[config.mk]
export PLATFORM = sky130hd
export DESIGN_NAME = score_hex_driver
export DESIGN_NICKNAME = d
export VERILOG_FILES = /design/src/rtl/score_hex_driver.sv
export SDC_FILE = /design/constraint.sdc
export NUM_CORES = 1
export LEC_CHECK = 0
export CORE_MARGIN = 1.5
export CORE_UTILIZATION = 53
export DETAILED_ROUTE_END_ITERATION = 7
export PLACE_DENSITY = 0.86
export SYNTH_ARGS = -nofsm -noshare
export SYNTH_HDL_FRONTEND = slang
export SYNTH_SLANG_ARGS = --single-unit
[constraint.sdc]
create_clock -name clock -period 6.24 [get_ports clock]
set_clock_uncertainty 0.2 [all_clocks]
set_input_delay 1.248 -clock clock [delete_from_list [all_inputs] [get_ports clock]]
set_output_delay 1.248 -clock clock [all_outputs]
set_load 0.02 [all_outputs]
[src/rtl/score_hex_driver.sv]
// Six-digit score latch driving active-low 7-segment displays, blinking the display on each score change.
// Optional leading-zero blanking is enabled by defining SCORE_BLANK_EN.
module score_hex_driver #(
  parameter int unsigned FLASH_DIV   = 12500000,
  parameter int unsigned FLASH_COUNT = 3
) (
  input  logic       clock,
  input  logic       reset,
  input  logic [3:0] digit0,
  input  logic [3:0] digit1,
  input  logic [3:0] digit2,
  input  logic [3:0] digit3,
  input  logic [3:0] digit4,
  input  logic [3:0] digit5,
  input  logic       in_valid,
  output logic       in_ready,
  output logic       busy,
  output logic [6:0] hex0,
  output logic [6:0] hex1,
  output logic [6:0] hex2,
  output logic [6:0] hex3,
  output logic [6:0] hex4,
  output logic [6:0] hex5
);

  localparam int unsigned DIV_W = (FLASH_DIV > 1) ? $clog2(FLASH_DIV) : 1;
  localparam int unsigned BLK_W = $clog2(FLASH_COUNT + 1);
  localparam int unsigned SCORE_W = 24;

  typedef enum logic [1:0] {IDLE, FLASH_OFF, FLASH_ON} state_e;

  state_e               state_q, state_d;
  logic [DIV_W-1:0]     per_q, per_d;
  logic [BLK_W-1:0]     blk_q, blk_d;
  logic [SCORE_W-1:0]   score_q, score_d;

  logic [SCORE_W-1:0]   score_in;
  logic                 load;
  logic                 per_done;
  logic [BLK_W-1:0]     blk_inc;
  logic [6:0]           hex_c [6];
  logic [5:0]           blank;

  assign score_in = {digit5, digit4, digit3, digit2, digit1, digit0};
  assign load     = in_valid && in_ready;
  assign per_done = (per_q == DIV_W'(FLASH_DIV - 1));
  assign blk_inc  = blk_q + BLK_W'(1);

  function automatic logic [6:0] seg7(input logic [3:0] d);
    case (d)
      4'd0:    seg7 = 7'b1000000;
      4'd1:    seg7 = 7'b1111001;
      4'd2:    seg7 = 7'b0100100;
      4'd3:    seg7 = 7'b0110000;
      4'd4:    seg7 = 7'b0011001;
      4'd5:    seg7 = 7'b0010010;
      4'd6:    seg7 = 7'b0000010;
      4'd7:    seg7 = 7'b1111000;
      4'd8:    seg7 = 7'b0000000;
      4'd9:    seg7 = 7'b0010000;
      default: seg7 = 7'b0111111;
    endcase
  endfunction

  // State, counters and score latch
  always_ff @(posedge clock) begin
    if (reset) begin
      state_q <= IDLE;
      per_q   <= '0;
      blk_q   <= '0;
      score_q <= '0;
    end else begin
      state_q <= state_d;
      per_q   <= per_d;
      blk_q   <= blk_d;
      score_q <= score_d;
    end
  end

  // Next state; an identical score is accepted but causes no flash
  always_comb begin
    state_d = state_q;
    per_d   = per_q;
    blk_d   = blk_q;
    score_d = score_q;
    case (state_q)
      IDLE: begin
        if (load && (score_in != score_q)) begin
          score_d = score_in;
          per_d   = '0;
          blk_d   = '0;
          state_d = FLASH_OFF;
        end
      end
      FLASH_OFF: begin
        if (per_done) begin
          per_d   = '0;
          state_d = FLASH_ON;
        end else begin
          per_d = per_q + DIV_W'(1);
        end
      end
      FLASH_ON: begin
        if (per_done) begin
          per_d   = '0;
          blk_d   = blk_inc;
          state_d = (blk_inc == BLK_W'(FLASH_COUNT)) ? IDLE : FLASH_OFF;
        end else begin
          per_d = per_q + DIV_W'(1);
        end
      end
      default: state_d = IDLE;
    endcase
  end

  // Outputs: handshake flags and segment decode with optional zero blanking
  always_comb begin
    in_ready = (state_q == IDLE) && !reset;
    busy     = ((state_q == FLASH_OFF) || (state_q == FLASH_ON)) && !reset;
    blank    = '0;
`ifdef SCORE_BLANK_EN
    blank[5] = (score_q[23:20] == 4'd0);
    for (int i = 4; i >= 1; i--) begin
      blank[i] = blank[i+1] && (score_q[4*i +: 4] == 4'd0);
    end
`endif
    for (int i = 0; i < 6; i++) begin
      if ((state_q == FLASH_OFF) || blank[i]) begin
        hex_c[i] = 7'b1111111;
      end else begin
        hex_c[i] = seg7(score_q[4*i +: 4]);
      end
    end
  end

  assign hex0 = hex_c[0];
  assign hex1 = hex_c[1];
  assign hex2 = hex_c[2];
  assign hex3 = hex_c[3];
  assign hex4 = hex_c[4];
  assign hex5 = hex_c[5];

endmodule

Word level (Yosys, flattened, before mapping)
Memory sizes are Yosys's and may differ from the RTL's. A register that Yosys moved wholly into a read port is not among the register bits.
Cells that the tools add are included.
{ "totals": {"register_bits": 52, "romBits": 672, "inputBits": 27, "output_inout_bits": 44, "elab_cells": 63, "n_memories": 6} }
{ "mem_list": {"columns": ["name", "depth", "word_bits", "rd", "rd_clocked_by_memory_dff", "write_ports", "line", "text"], "rows": [
  ["(name not given)", 16, 7, 1, 1, 0, "50", "case (d)"],
  ["(name not given)", 16, 7, 1, 1, 0, "50", null],
  ["(name not given)", 16, 7, 1, 1, 0, "50", null],
  ["(name not given)", 16, 7, 1, 1, 0, "50", null],
  ["(name not given)", 16, 7, 1, 1, 0, "50", null],
  ["(name not given)", 16, 7, 1, 1, 0, "50", null]
]} }
{ "op_classes": {"add_sub_neg": 2, "n_eq_ne": 8, "muxes": 29, "n_reduce_logical": 14} }
{ "ops": {"columns": ["cell", "n"], "rows": [
  ["$mux W24", 2],
  ["$mux W4", 12],
  ["$pmux W24 S2", 1],
  ["$mux W7", 6],
  ["$add A24 B1 Y24 const B", 1],
  ["$eq A24 B24 Y1 const B", 1],
  ["$ne A24 B24 Y1", 1],
  ["$mux W2", 5],
  ["$ne A2 B2 Y1 const B", 3],
  ["$pmux W2 S3", 1],
  ["$reduce_and A3 Y1", 2],
  ["$eq A2 B2 Y1 const B", 2],
  ["$logic_and A1 B1 Y1", 4],
  ["$pmux W2 S2", 1],
  ["$reduce_and A2 Y1", 2],
  ["$reduce_bool A2 Y1", 2],
  ["$add A2 B1 Y2 const B", 1],
  ["$eq A2 B1 Y1 const B", 1],
  ["$logic_not A2 Y1", 1],
  ["$reduce_or A2 Y1", 1],
  ["$logic_not A1 Y1", 1],
  ["$logic_or A1 B1 Y1", 1],
  ["$mux W1", 1]
]} }

Logic depth before layout (Yosys ltp)
Gate-level depths: netlist of the first run.
{ "depth": {"depth_word": 7, "depth_mapped": 14, "ltp_nobuf": 12} }

Worst setup path after synthesis of the first run
No wires, ideal clock.
{ "synth_path": {"kind": "input to register", "from": "input digit5[2]", "to": "register (tool-made name)", "setup_ns": 0.139, "t_arrival_ns": 3.520, "required_time_ns": 5.901, "slack_ns": 2.381, "stages": 11, "n_path_buf": 1, "cell_sequence": "xor2_1 -> nor4_2 -> nand2_1 -> o21ai_4 -> buf_2 -> nand2_1 -> a21o_1 -> ha_1 -> a21oi_1 -> o21bai_1 -> a21boi_1"} }
{ "synth_lines": {"columns": ["element", "line", "text"], "rows": [
  ["from (decl)", "14", "input logic [3:0] digit5,"]
]} }

==> impl_metrics.py, run 1 <==
metrics = {
    "global_routing": {
        "grt-ovfl-total": 0,
        "grt_pass1_vias": 4509,
        "grt_max_degree": 46,
        "antenna_found_initial": 0,
        "grt_pass1_wl_um": 21580,
        "grt_use_total": 0.2402,
    },
    "setup_path": {
        "cp_top_family": "compound AO/OA/AOI/OAI gates",
        "critical_path_class": "in -> reg",
        "worstPathArrival_ns": 4.62,
        "cp_num_buf_inv": 1,
        "crit_required_ns": 6.28,
        "max_stage_delay_ns": 0.81,
        "crit_path_start_kind": "input pin",
        "cp-end-kind": "flop",
        "cp_cell_sequence": "clkdlybuf4s50_1 > xor2_1 > nor4_2 > and2_1 > a21oi_4 > mux2i_2 > nor2_1 > ha_1 > a21oi_1 > o21bai_1 > a21boi_1",
        "critical_path.slowest_cell": "a21oi_4",
        "cp_max_fo": 26,
    },
    "final_layout": {
        "nNetsFinal": 733,
        "fin_area_mm2": 0.006462,
        "final_util": 0.6345,
        "num_antenna_cells": 0,
        "areaGrowthSynthToFinish_pct": 17.25,
        "drive_above_1_share": 0.1289,
    },
    "timing": {
        "fin_crit_ns": 4.583,
        "whs_ns": 0.3132,
        "post-route-period-util": 0.7345,
        "max_freq_ghz": 0.2182,
        "hold_viol_final": 0,
        "setup_slack_ns": 1.657,
        "report.final.slew_viol_count": 0,
        "tightestPinTransition_ns": 0.9831,
        "tns_ns": 0,
        "max_slew_margin": 0.3432,
        "rsz0062_at_grt": "no",
        "finalSetupViolations": 0,
    },
    "routing": {
        "drc": 0,
        "detail-route-antenna-nets": 0,
        "routed_wl_um": 12900,
        "wl_per_cell_um": 15.91,
        "dr.pass1.iters": 4,
        "drt_iter0_drc": 263,
        "via_per_inst": 5.687,
        "vias": 4612,
    },
    "clock_network": {
        "cts_tree": "built",
        "clock_sinks": 94,
        "cts_hold_buffers": 0,
        "cts_resized": 0,
        "post_cts_buffers": 0,
        "numCtsBuffers": 9,
        "clock-root-buffer": "clkbuf_8",
        "h-tree-depth": 3,
        "clkLatencyLatePin_ns": 0.37,
        "clockBufferDepth": 2,
        "path_clk_slew_ns": 0.10,
    },
    "floorplan": {
        "die-area_mm2": 0.01102,
        "chipHeight_um": 105.0,
        "ios": 71,
        "die_w_um": 105.0,
        "num_rows": 37,
        "core-area_mm2": 0.01018,
        "initial_core_util": 0.5412,
    },
    "placed_design": {
        "hpwl_um": 9296,
        "placed_cell_area_mm2": 0.006264,
        "gp_congestion": 0.9325,
        "post-place-ws_ns": 1.367,
        "portBuffers": 70,
    },
    "synthesis": {
        "ys_ff_latch": 94,
        "ys_seq_area_frac": 0.3414,
        "synth.avg_cell_area_um2": 8.947,
        "synth_fp_nets": 679,
        "synth.area.top_cells": "dfxtp_1 (34%), ha_1 (8.2%), xor2_1 (5.6%)",
        "synth_edf_count": 0,
        "syn_area_mm2": 0.005512,
        "synthDistinctLibCells": 57,
        "synth_warnings": 0,
        "syn-instance-count": 616,
        "synth_top_area_cell": "dfxtp_1",
        "synth_top_area_frac": 0.3414,
        "synth_ff_type": "dfxtp_1",
        "ys_async_sr_fraction": 0,
    },
    "hold_path": {
        "hp-class": "reg -> reg",
    },
    "run_status": {
        "outcome": "complete, no violations",
    },
    "pwr": {
        "powerDensity_mw_per_mm2": 291.2,
        "p_leak_nw": 2.759,
        "max-vdd-ir-drop_mv": 0.1941,
    },
    "run": {
        "maxCapViolations": 0,
    },
}
-- stage by stage --
step           total power [mW]  cells
3_3_place_gp              1.456    795
4_1_cts                   1.888    811
3_5_place_dp              1.474    795
2_1_floorplan             1.187    616
6_report                  1.882    811
5_1_grt                   1.977    811
-- logic make-up after synthesis --
family,Yosys count,share of synthesized area
xor gates and xnor gates,41,0.06515
muxes,38,0.07469
AOI/OAI and AO/OA,127,0.1725
buffers and inverters,73,0.05630
and+or+nand+nor,207,0.2082
adders and majority gates,36,0.08172
DFF,94,0.3414
-- cell usage after synthesis (all sizes together), types with 7 or more instances --
master    n
xor2     35
nor2     42
mux2i    31
nand3    24
or2      42
inv      41
ha       36
clkbuf   17
nand2    33
a21oi    21
nor2b    15
o21bai   12
a21o     13
dfxtp    94
o31ai     7
buf      15
o21ai     9
o2111ai   9
nand4     7
mux2      7
a21boi   18
-- worst paths after layout --
path	start	endpoint	slack, ns	cells after the start
setup / recovery	digit5[3]	flop	1.66	11
hold / removal	blk_q[0]	blk_q[0]	0.31	2
setup reg to reg	state_q[1]	flop	2.50	11
hold reg to reg	blk_q[0]	blk_q[0]	0.31	2
-- metal layers --
layer  global-route usage  routed length, µm
met2               0.4122               6406
met5                    0                  0
met3              0.03743                550
met1               0.3067               5729
met4              0.07926                216
-- placed cells by master (no fill, tap or decap), types with 7 or more instances in the layout --
cell type / instances
a21boi_1: 18
a21o_1: 13
a21oi_1: 20
clkbuf_8: 9
clkdlybuf4s50_1: 69
dfxtp_1: 94
ha_1: 36
inv_1: 41
mux2i_1: 25
nand2_1: 33
nand3_1: 24
nand4_1: 7
nor2_1: 42
nor2b_1: 15
o2111ai_1: 8
o21bai_1: 12
or2_2: 42
xor2_1: 35
-- power breakdown --
group / total, mW / internal [mW] / switching, mW
Clock: 0.420 / 0.189 / 0.230
Sequential: 0.702 / 0.676 / 0.0255
Combinational: 0.760 / 0.363 / 0.398
Total: 1.88 / 1.23 / 0.654
-- tightest hold or removal path, stage by stage, from the launching register on --
cell     delay [ns]
dfxtp_1        0.33
nand3_1        0.07
a21oi_1        0.07
-- area by class of cell --
class	instances	area, µm²
Clock buffer	10	127.6
Clock inverter	6	71.32
Fill cell	820	3722
Inverter	41	153.9
Multi-Input combinational cell	449	3324
Sequential cell	94	1882
Tap cell	136	170.2
Timing Repair Buffer	75	733.2
Note: power is estimated with default switching activity, not from simulation.
==> inputs of run 2 (changes only) <==
- CORE_UTILIZATION: 53 -> 51
- clock period: 6.24 -> 4.15 ns (I/O delays scaled with it)
==> impl_metrics.py, run 2 (synthesized netlist as in run 1, its figures left out) <==
metrics = {
    "global_routing": {
        "grt_max_degree": 46,
        "grt_pass1_vias": 4766,
        "grt-ovfl-total": 0,
        "grt_pass1_wl_um": 21980,
        "antenna_found_initial": 0,
        "grt_use_total": 0.2389,
    },
    "routing": {
        "drt_iter0_drc": 222,
        "vias": 4780,
        "dr.pass1.iters": 5,
        "wl_per_cell_um": 15.99,
        "drc": 0,
        "routed_wl_um": 13420,
        "via_per_inst": 5.697,
        "detail-route-antenna-nets": 0,
    },
    "pwr": {
        "p_switching_mw": 0.9705,
        "p_clk_frac": 0.234,
        "max-vdd-ir-drop_mv": 0.2638,
        "comb_power_share": 0.406,
        "p_leak_nw": 2.908,
        "powerDensity_mw_per_mm2": 438.2,
        "switching_share": 0.3304,
        "seqPwrFrac": 0.360,
        "power.internal_mw": 1.967,
    },
    "final_layout": {
        "nNetsFinal": 762,
        "drive_above_1_share": 0.1636,
        "layout_common_cells": "dfxtp_1 (94), clkdlybuf4s50_1 (69), nor2_1 (42), or2_2 (42), inv_1 (41)",
        "final_common_cell": "dfxtp_1",
        "multi_input_area_mm2": 0.003324,
        "areaGrowthSynthToFinish_pct": 21.63,
        "fill_cells": 816,
        "num_antenna_cells": 0,
        "area.sequential_mm2": 0.001882,
    },
    "setup_path": {
        "cp_num_buf_inv": 2,
        "crit_required_ns": 4.21,
        "critical_path_class": "in -> reg",
        "worstSetupStartpoint": "digit5[0]",
        "r2r-start": "state_q[1]",
        "cp_max_fo": 14,
        "cp-end-kind": "flop",
        "critical_path.slowest_cell": "clkdlybuf4s50_1",
        "cp_cell_sequence": "clkdlybuf4s50_1 > xor2_1 > nor4_1 > and4_1 > a21oi_4 > buf_4 > mux2i_2 > nor2_1 > ha_1 > a21oi_1 > o21bai_1 > a21boi_1",
        "crit_path_start_kind": "input pin",
        "max_stage_delay_ns": 0.47,
        "worstPathArrival_ns": 3.66,
        "cp_top_family": "simple AND/OR/NAND/NOR gates",
    },
    "timing": {
        "post-route-period-util": 0.8674,
        "max_slew_margin": 0.5729,
        "max_freq_ghz": 0.2778,
        "fin_crit_ns": 3.600,
        "whs_ns": 0.3102,
        "finalSetupViolations": 0,
        "tns_ns": 0,
        "rsz0062_at_grt": "no",
        "hold_viol_final": 0,
        "report.final.slew_viol_count": 0,
        "tightestPinTransition_ns": 0.6229,
    },
    "floorplan": {
        "ios": 71,
        "chipHeight_um": 107.0,
        "initial_core_util": 0.5291,
        "num_rows": 37,
        "die_w_um": 107.0,
        "core-area_mm2": 0.01042,
        "die-area_mm2": 0.01144,
    },
    "run_status": {
        "outcome": "complete, no violations",
    },
    "clock_network": {
        "clkLatencyLatePin_ns": 0.36,
        "clock-root-buffer": "clkbuf_8",
        "post_cts_buffers": 0,
        "path_clk_slew_ns": 0.09,
        "cts_resized": 0,
        "numCtsBuffers": 9,
        "cts_hold_buffers": 0,
        "cts_tree": "built",
        "h-tree-depth": 3,
        "clockBufferDepth": 2,
        "clock_sinks": 94,
    },
    "placed_design": {
        "hpwl_um": 9634,
        "gp_congestion": 0.9069,
        "portBuffers": 70,
    },
    "run": {
        "maxCapViolations": 0,
    },
    "hold_path": {
        "hp-class": "reg -> reg",
        "worstHoldStart": "state_q[0]",
    },
}
run 2: changes by cell type in the layout (fill, tap and decap cells not counted):
cell and change:
clkinv_2 -1, buf_4 +29, clkinv_4 -2, inv_8 -1, bufinv_16 +1, clkbuf_8 +2
run 2: cell type report:
type	instances	area share
clock inverters	3	0.01008
well taps	136	0.02538
flip-flops and latches	94	0.2807
multi-input cells	449	0.4959
repair buffers	104	0.1418
inverters	41	0.02296
clock buffers	12	0.02314
run 2: path summary, 6_finish.rpt:
check / endpoint / slack (ns) / cells past startpoint
worst max register to register: flop / 0.87 / 12
worst min register to register: state_q[0] / 0.31 / 2
worst min-delay path: state_q[0] / 0.31 / 2
worst max-delay path: flop / 0.55 / 12
run 2: per-layer routing:
| metal | global-route usage | share of wire | up-vias | routed length, µm |
|---|---|---|---|---|
| met5 | 0 | 0 | - | 0 |
| met4 | 0.09619 | 0.016 | 0 | 216 |
| met3 | 0.03891 | 0.049 | 23 | 664 |
| met2 | 0.4130 | 0.50 | 166 | 6643 |
| met1 | 0.2954 | 0.44 | 2300 | 5893 |
| li1 | - | - | 2291 | - |
run 2: stage by stage:
| stage | power [mW] | setup slack, ns | std cells | area, µm² | utilization |
|---|---|---|---|---|---|
| 4_1_cts | 2.950 | 0.6088 | 839 | 6704 | 0.6436 |
| 3_5_place_dp | 2.260 | 0.2839 | 824 | 6481 | 0.6222 |
| 3_3_place_gp | 2.237 | 0.4364 | 824 | 6481 | 0.6222 |
| 2_1_floorplan | 1.784 | 0.7091 | 616 | 5512 | - |
| 5_1_grt | 3.082 | 0.4469 | 839 | 6704 | 0.6436 |
| 6_report | 2.938 | 0.5505 | 839 | 6704 | 0.6436 |
run 2: worst register-to-register path: stages (launching register included):
cell and delay (ns):
dfxtp_1 0.35, inv_1 0.11, ha_1 0.27, nor2b_1 0.29, nand2_1 0.29, a21oi_4 0.21, buf_4 0.29, mux2i_2 0.31
nor2_1 0.13, ha_1 0.33, a21oi_1 0.19, o21bai_1 0.14, a21boi_1 0.07
run 2: power by group through the flow:
stage | sequential (mW) | clock (mW) | combinational [mW]
after floorplan | 1.06 | 0 | 0.720
after detailed placement | 1.08 | 0 | 1.18
after global placement | 1.07 | 0 | 1.16
final | 1.06 | 0.687 | 1.19
after CTS | 1.06 | 0.695 | 1.20
after global routing | 1.07 | 0.737 | 1.28
==> inputs of run 3 (changes only) <==
- CORE_UTILIZATION: 51 -> 45
- PLACE_DENSITY: 0.86 -> 0.79
==> impl_metrics.py, run 3 (synthesized netlist as in run 1, its figures left out) <==
metrics = {
    "global_routing": {
        "grt-ovfl-total": 0,
        "grt_max_degree": 63,
        "grt_pass1_wl_um": 21480,
        "grt_use_total": 0.2070,
        "antenna_found_initial": 0,
        "grt_pass1_vias": 4621,
    },
    "routing": {
        "via_per_inst": 5.488,
        "detail-route-antenna-nets": 0,
        "drt_iter0_drc": 237,
        "drc": 0,
        "wl_per_cell_um": 15.27,
        "vias": 4632,
        "routed_wl_um": 12890,
        "dr.pass1.iters": 5,
    },
    "timing": {
        "tightestPinTransition_ns": 0.6456,
        "post-route-period-util": 0.8579,
        "fin_crit_ns": 3.560,
        "hold_viol_final": 0,
        "rsz0062_at_grt": "no",
        "finalSetupViolations": 0,
        "tns_ns": 0,
        "setup_slack_ns": 0.5895,
        "max_freq_ghz": 0.2809,
        "max_slew_margin": 0.5696,
        "report.final.slew_viol_count": 0,
    },
    "clock_network": {
        "clock-root-buffer": "clkbuf_16",
        "numCtsBuffers": 9,
        "cts_resized": 0,
        "clkLatencyLatePin_ns": 0.35,
        "h-tree-depth": 3,
        "post_cts_buffers": 0,
        "path_clk_slew_ns": 0.06,
        "cts_tree": "built",
        "clock_sinks": 94,
        "cts_hold_buffers": 0,
        "clockBufferDepth": 2,
    },
    "placed_design": {
        "portBuffers": 70,
        "post-place-ws_ns": 0.2709,
        "placed_cell_area_mm2": 0.006450,
        "gp_congestion": 0.8957,
        "hpwl_um": 9609,
    },
    "pwr": {
        "p_leak_nw": 2.931,
        "max-vdd-ir-drop_mv": 0.2074,
        "p_total_mw": 3.110,
        "powerDensity_mw_per_mm2": 459.5,
    },
    "setup_path": {
        "critical_path.slowest_cell": "clkdlybuf4s50_1",
        "critical_path_class": "in -> reg",
        "worstPathArrival_ns": 3.57,
        "crit_path_start_kind": "input pin",
        "ff2ff_path_depth": 12,
        "crit_required_ns": 4.16,
        "cp_max_fo": 10,
        "max_stage_delay_ns": 0.45,
        "cp-end-kind": "flop",
        "cp_cell_sequence": "clkdlybuf4s50_1 > xor2_1 > nor4_1 > and4_1 > a21oi_4 > buf_4 > mux2i_2 > nor2_1 > ha_1 > a21oi_1 > o21bai_1 > a21boi_1",
    },
    "floorplan": {
        "core-area_mm2": 0.01196,
        "chipHeight_um": 113.7,
        "die_w_um": 113.7,
        "initial_core_util": 0.4608,
        "die-area_mm2": 0.01292,
        "ios": 71,
        "num_rows": 40,
    },
    "final_layout": {
        "final_common_cell": "dfxtp_1",
        "num_antenna_cells": 0,
        "nNetsFinal": 756,
        "final_util": 0.5659,
        "areaGrowthSynthToFinish_pct": 22.81,
        "drive_above_1_share": 0.1578,
        "fin_area_mm2": 0.006769,
        "layout_common_cells": "dfxtp_1 (94), clkdlybuf4s50_1 (69), nor2_1 (42), or2_2 (42), inv_1 (41)",
    },
    "run_status": {
        "outcome": "complete, no violations",
    },
    "hold_path": {
        "holdPathStages": 2,
        "hp-class": "reg -> reg",
    },
    "run": {
        "maxCapViolations": 0,
    },
}
[run 3: changes by cell type in the layout (fill, tap and decap cells not counted)]
cell	before	now
bufinv_16	2	1
clkbuf_8	11	4
buf_4	34	28
clkbuf_1	1	0
clkinvlp_4	1	0
clkinv_4	0	1
clkbuf_16	0	9
[run 3: stage by stage]
step | hold slack (ns) | std cells
after floorplan | 0.2612 | 616
final | 0.2946 | 844
after global placement | 0.2720 | 829
after detailed placement | 0.2818 | 829
after global routing | 0.3263 | 844
after CTS | 0.2907 | 844
[run 3: path summary, 6_finish.rpt]
kind | startpoint | to | slack (ns)
min | blk_q[0] | blk_q[0] | 0.29
max reg2reg | state_q[1] | flop | 0.90
min reg2reg | blk_q[0] | blk_q[0] | 0.29
max | digit5[0] | flop | 0.59
[run 3: where the power goes]
| group | switching (mW) | internal, mW | leakage (nW) |
|---|---|---|---|
| combinational | 0.604 | 0.575 | 2.00 |
| sequential | 0.0377 | 1.02 | 0.773 |
| clock | 0.345 | 0.530 | 0.158 |
| total | 0.987 | 2.12 | 2.93 |
[run 3: worst max-delay path: cells and delay by family]
kind	cells	cell delay (ns)
AO/OA/AOI/OAI	4	0.51
XOR/XNOR	1	0.18
adder cells (fa/ha/maj)	1	0.27
buffers and inverters	2	0.66
multiplexers	1	0.17
AND/OR/NAND/NOR	3	0.93
[run 3: routing by layer]
metal  track usage  wire length (µm)  part of all wire  vias up
met5             0                 0                 0        -
met4       0.09917               348             0.027        0
met3       0.03879               429             0.033       23
met2        0.3558              6417              0.50       88
met1        0.2497              5690              0.44     2237
li1              -                 -                 -     2284
[run 3: final cells by class]
class | instances | area [µm²]
fill | 1034 | 5192
tap | 147 | 183.9
sequential | 94 | 1882
clock inverter | 2 | 38.79
inverter | 41 | 153.9
timing repair buffer | 98 | 905.9
multi-input combinational | 449 | 3324
clock buffer | 13 | 280.3
